File: config.mk
export PLATFORM = sky130hd
export DESIGN_NAME = rob_ctrl
export DESIGN_NICKNAME = d
export VERILOG_FILES = /design/src/rtl/rob_ctrl.sv
export SDC_FILE = /design/constraint.sdc
export NUM_CORES = 1
export LEC_CHECK = 0
export CAP_MARGIN = 10
export CORE_AREA = 2 2 131 133
export CTS_BUF_LIST = sky130_fd_sc_hd__clkbuf_8
export DETAILED_ROUTE_END_ITERATION = 7
export DIE_AREA = 0 0 133 135
export GPL_TIMING_DRIVEN = 0
export PLACE_DENSITY = 0.82
export SLEW_MARGIN = 20
export SYNTH_ARGS = -nofsm -noshare
export SYNTH_HDL_FRONTEND = slang
export SYNTH_SLANG_ARGS = --single-unit
File: constraint.sdc
create_clock -name clk -period 2.7 [get_ports clk]
set_clock_uncertainty 0.2 [all_clocks]
set_input_delay 0.54 -clock clk [delete_from_list [all_inputs] [get_ports clk]]
set_output_delay 0.54 -clock clk [all_outputs]
set_load 0.05 [all_outputs]
File: src/rtl/rob_ctrl.sv
// Reorder-buffer allocation/occupancy tracking and two-pipe writeback arbiter
// with a registered single-port writeback stage toward the ROB.
module rob_ctrl #(
  parameter int ROB_POSITIONS = 16,
  parameter int ROB_IDX_BITS  = 4,
  parameter int ARCH_BITS     = 32,
  parameter int PL_BITS       = 3*ARCH_BITS+7
) (
  input  logic                    clk,
  input  logic                    rst,
  input  logic                    clear,
  input  logic                    allocReq,
  output logic                    allocGrant,
  output logic [ROB_IDX_BITS-1:0] allocIdx,
  output logic                    full,
  output logic                    empty,
  input  logic                    retire,
  input  logic                    aValid,
  input  logic [ROB_IDX_BITS-1:0] aRobIdx,
  input  logic [PL_BITS-1:0]      aPayload,
  output logic                    aReady,
  input  logic                    bValid,
  input  logic [ROB_IDX_BITS-1:0] bRobIdx,
  input  logic [PL_BITS-1:0]      bPayload,
  output logic                    bReady,
  output logic                    wbValid,
  output logic [ROB_IDX_BITS-1:0] wbRobIdx,
  output logic [PL_BITS-1:0]      wbPayload
);

  localparam logic [ROB_IDX_BITS:0] FULL_CNT = (ROB_IDX_BITS+1)'(ROB_POSITIONS);

  logic [ROB_IDX_BITS-1:0] tail_q, tail_d;
  logic [ROB_IDX_BITS:0]   count_q, count_d;
  logic                    prio_q, prio_d;
  logic                    wb_valid_q, wb_valid_d;
  logic [ROB_IDX_BITS-1:0] wb_idx_q, wb_idx_d;
  logic [PL_BITS-1:0]      wb_pl_q, wb_pl_d;

  logic full_w, empty_w, grant_w, a_win, b_win, retire_ok;

  assign full_w  = (count_q == FULL_CNT);
  assign empty_w = (count_q == '0);

  // rst gating keeps every handshake low while reset is asserted
  assign grant_w   = rst & allocReq & ~full_w & ~clear;
  assign a_win     = rst & ~clear & aValid & (~bValid | ~prio_q);
  assign b_win     = rst & ~clear & bValid & (~aValid |  prio_q);
  assign retire_ok = retire & ~empty_w;

  always_comb begin
    tail_d     = tail_q;
    count_d    = count_q;
    prio_d     = prio_q;
    wb_valid_d = a_win | b_win;
    wb_idx_d   = wb_idx_q;
    wb_pl_d    = wb_pl_q;

    if (clear) begin
      tail_d     = '0;
      count_d    = '0;
      prio_d     = 1'b0;
      wb_valid_d = 1'b0;
    end else begin
      if (grant_w)
        tail_d = tail_q + ROB_IDX_BITS'(1);
      if (grant_w && !retire_ok)
        count_d = count_q + (ROB_IDX_BITS+1)'(1);
      else if (!grant_w && retire_ok)
        count_d = count_q - (ROB_IDX_BITS+1)'(1);

      if (a_win) begin
        wb_idx_d = aRobIdx;
        wb_pl_d  = aPayload;
        prio_d   = 1'b1;
      end else if (b_win) begin
        wb_idx_d = bRobIdx;
        wb_pl_d  = bPayload;
        prio_d   = 1'b0;
      end
    end
  end

  always_ff @(posedge clk or negedge rst) begin
    if (!rst) begin
      tail_q     <= '0;
      count_q    <= '0;
      prio_q     <= 1'b0;
      wb_valid_q <= 1'b0;
      wb_idx_q   <= '0;
      wb_pl_q    <= '0;
    end else begin
      tail_q     <= tail_d;
      count_q    <= count_d;
      prio_q     <= prio_d;
      wb_valid_q <= wb_valid_d;
      wb_idx_q   <= wb_idx_d;
      wb_pl_q    <= wb_pl_d;
    end
  end

  assign allocGrant = grant_w;
  assign allocIdx   = tail_q;
  assign full       = full_w;
  assign empty      = empty_w;
  assign aReady     = a_win;
  assign bReady     = b_win;
  assign wbValid    = wb_valid_q;
  assign wbRobIdx   = wb_idx_q;
  assign wbPayload  = wb_pl_q;

endmodule
==> results by group <==
Status
  – Status: finished clean

Route
  – DR pass1 iterations: 4
  – Antenna Nets Post-Route: 0
  – Final WL: 20900 um
  – WL per Instance: 18.2 um
  – Iter 0 DRT Violations: 207
  – Via density: 4.86
  – Via count: 5589
  – DRC: 0

GRT
  – Met1 usage: 26.9%
  – Vias in the first global route: 5811
  – Antenna violations before repair: 0
  – GRT Overall Usage: 22.8%
  – GR Util met2: 39.9%
  – GRT Max-Usage Layer: met2
  – Overflow left after global routing: 0
  – First-pass GRT wire length: 31700 um
  – Global Route met3 Usage: 6.31%
  – Largest net degree at the start of global routing: 38

Synthesis
  – Syn nets: 774
  – Commonest cells in the synthesized netlist: 118 x dfrtp_1, 117 x nand2_1, 111 x mux2i_1, 63 x o21ai_1, 47 x o21ai_0
  – Avg Inst Size Synth: 10.3 um^2
  – YS warnings: 0
  – Post-synthesis sequential area ratio: 52.2%
  – Yosys reg bits: 118
  – Most common cell in the netlist: dfrtp_1
  – Top post-synthesis cells by area: dfrtp_1 52%, mux2i_1 20%, nand2_1 7.8%, o21ai_1 5.6%, o21ai_0 4.2%
  – Post-synth top area share: 52.2%
  – Cells after Synth: 547
  – Synth area leader: dfrtp_1
  – Syn Std Cell Area: 5650 um^2
  – Post-synth EDFFs: 0
  – Ys async rst share: 100%
  – Post-synth top flop: dfrtp_1
  – Cell variety after synth: 34

Clock tree
  – Clock root cell: clkbuf_8
  – Max H-tree Level: 4
  – Clock transition at path regs: 0.07 ns
  – Sink Count: 118
  – CTS Buf Count: 17
  – Maximum root-to-sink buffer count: 2
  – Clock Latency Late Sink: 0.44 ns
  – CTS tree: built

Floorplan
  – Die area: 18000 um^2
  – Die Span X: 133 um
  – FP Rows: 47
  – IO Pins: 338
  – Core ar.: 16400 um^2
  – Die Height: 135 um
  – Starting density of the core: 34.5%

Critical path
  – Crit path DAT: 2.83 ns
  – Max stage delay on crit path: 0.45 ns
  – Crit path required time: 2.85 ns
  – CP Capture Type: register
  – Crit path launch type: register
  – Critical-path cell list: nor4_4 -> nand2b_1 -> nand2_1 -> nand2_4 -> fa_2 -> a21o_1 -> a2111oi_2 -> o21bai_1 -> a31oi_1
  – Maximum fanout along the worst path: 5
  – Slowest CP cell: dfrtp_2
  – Kind of critical path: reg2reg
  – Top delay family on crit path: compound AO/OA/AOI/OAI gates
  – CP Buf/Inv Count: 0

STA
  – Minimum hold slack: 0.00890 ns
  – Slew HR: 36.4%
  – Upper clock frequency limit: 373 MHz
  – Slew @ Worst Pin: 0.951 ns
  – Final setup viols: 0
  – Final worst path period share: 99.3%
  – Fin worst setup slack: 0.0179 ns
  – Final Critical Period: 2.68 ns
  – Final Hold Fails: 0
  – Slew Limit Fails: 0

Place
  – Post-DP HPWL: 14900 um
  – DP Worst Slack: -1.38 ns
  – GP Congestion: 0.850
  – Post-DP Area: 9350 um^2
  – Port Buf Inserts: 336

Power and ir drop
  – PD cells: 736 nW/um^2
  – Design Power: 7340 uW
  – Leakage: 0.00470 uW
  – Max VDD drop: 0.407 mV

Min path
  – Worst Hold Class: in2async

Final layout
  – Finished Cell Area: 9970 um^2
  – Layout overhead on the synthesized area: 76.4%
  – ANT cells: 0
  – Fraction of layout cells with a size suffix above 1: 9.57%
  – Final nets: 1145

Job
  – Max-Cap Viols: 0
## cells in the final DEF, fill, tap and decap left out, types with 2 or more instances in the layout
cell	netlist	layout
dfrtp_1	118	115
bufbuf_16	0	3
nor2_1	6	5
inv_1	4	6
ha_1	5	5
buf_2	23	20
clkinvlp_4	0	3
mux2i_1	111	111
buf_16	0	2
nand2_1	117	115
a211oi_1	3	3
dlygate4sd3_1	0	4
and3_1	2	2
clkdlybuf4s15_2	0	2
a21oi_1	3	3
clkbuf_8	0	21
o21ai_1	63	63
bufinv_16	0	2
clkbuf_1	10	10
nor2b_1	2	2
buf_4	5	17
a21o_1	2	2
clkdlybuf4s50_1	0	330
clkinv_2	0	3
nand2b_1	3	3
o21ai_0	47	47
and2_1	2	2
dfrtp_2	0	3
xnor2_1	3	3
nand3_1	4	4
## cell families (layout without fill, tap and decap cells)
family / count (synthesis) / in the layout / share of synthesized area (%)
adder cells (fa/ha/maj): 6 / 6 / 1.46
AND/OR/NAND/NOR: 139 / 139 / 10.1
buffers and inverters: 42 / 425 / 3.63
multiplexers: 112 / 112 / 19.9
flip-flops: 118 / 118 / 52.2
XOR/XNOR: 4 / 4 / 0.620
AO/OA/AOI/OAI: 126 / 126 / 12.0
## registers in the layout (all words and copies together) (netlist names)
register,flops
count_q,5
prio_q,1
wbValid,1
allocIdx,4
wbRobIdx,4
wbPayload,103
## layer usage
| metal | part of all wire, % | routed length, um |
|---|---|---|
| met1 | 40 | 8330 |
| met2 | 50 | 10500 |
| met3 | 6.9 | 1440 |
| met4 | 2.9 | 602 |
| met5 | 0 | 0 |
## metrics by stage
stage,instances,TNS [ns],utilization (%)
finish,1150,0,60.8
global route,1150,-0.116,60.8
CTS,1146,0,60.6
detailed placement,1104,-37.06,57.0
global placement,1103,-1021.27,56.8
floorplan,547,0,-
## layout make-up
type,count,area [um^2]
fill,1352,6430
timing repair buffer,354,3620
sequential,118,2960
multi-input combinational,387,2520
clock buffer,21,289
tap,220,275
buffer,36,185
clock inverter,10,105
inverter,4,15.0
## timing repair
| action | 4_1_cts | 5_1_grt |
|---|---|---|
| endpoints found under the hold margin | 62 | 0 |
| setup buffers | 4 | 4 |
| pin swaps | 2 | 2 |
| hold buffers | 6 | 0 |
| gates resized for setup | 28 | 4 |
| setup endpoints to repair | 6 | 3 |
| cloned | 3 | 0 |
## worst paths after layout
kind	from	end	cells past startpoint	slack, ns
max in group asynchronous	rst	wbPayload[20]$_DFFE_PN0P_	3	1.01
min	rst	wbPayload[86]$_DFFE_PN0P_	2	0.009
max	count_q[1]$_DFFE_PN0P_	count_q[4]$_DFFE_PN0P_	9	0.02
max reg2reg	count_q[1]$_DFFE_PN0P_	count_q[4]$_DFFE_PN0P_	9	0.02
min reg2reg	wbPayload[19]$_DFFE_PN0P_	wbPayload[19]$_DFFE_PN0P_	2	0.35
min in group clk	clear	allocIdx[3]$_DFFE_PN0P_	2	0.25
## power breakdown
part           switching (uW)  leakage [uW]  internal [uW]
Sequential                221       0.00145           2120
Combinational            2010       0.00305           1350
Clock                     729      0.000202            901
Note: power is estimated with default switching activity, not from simulation.
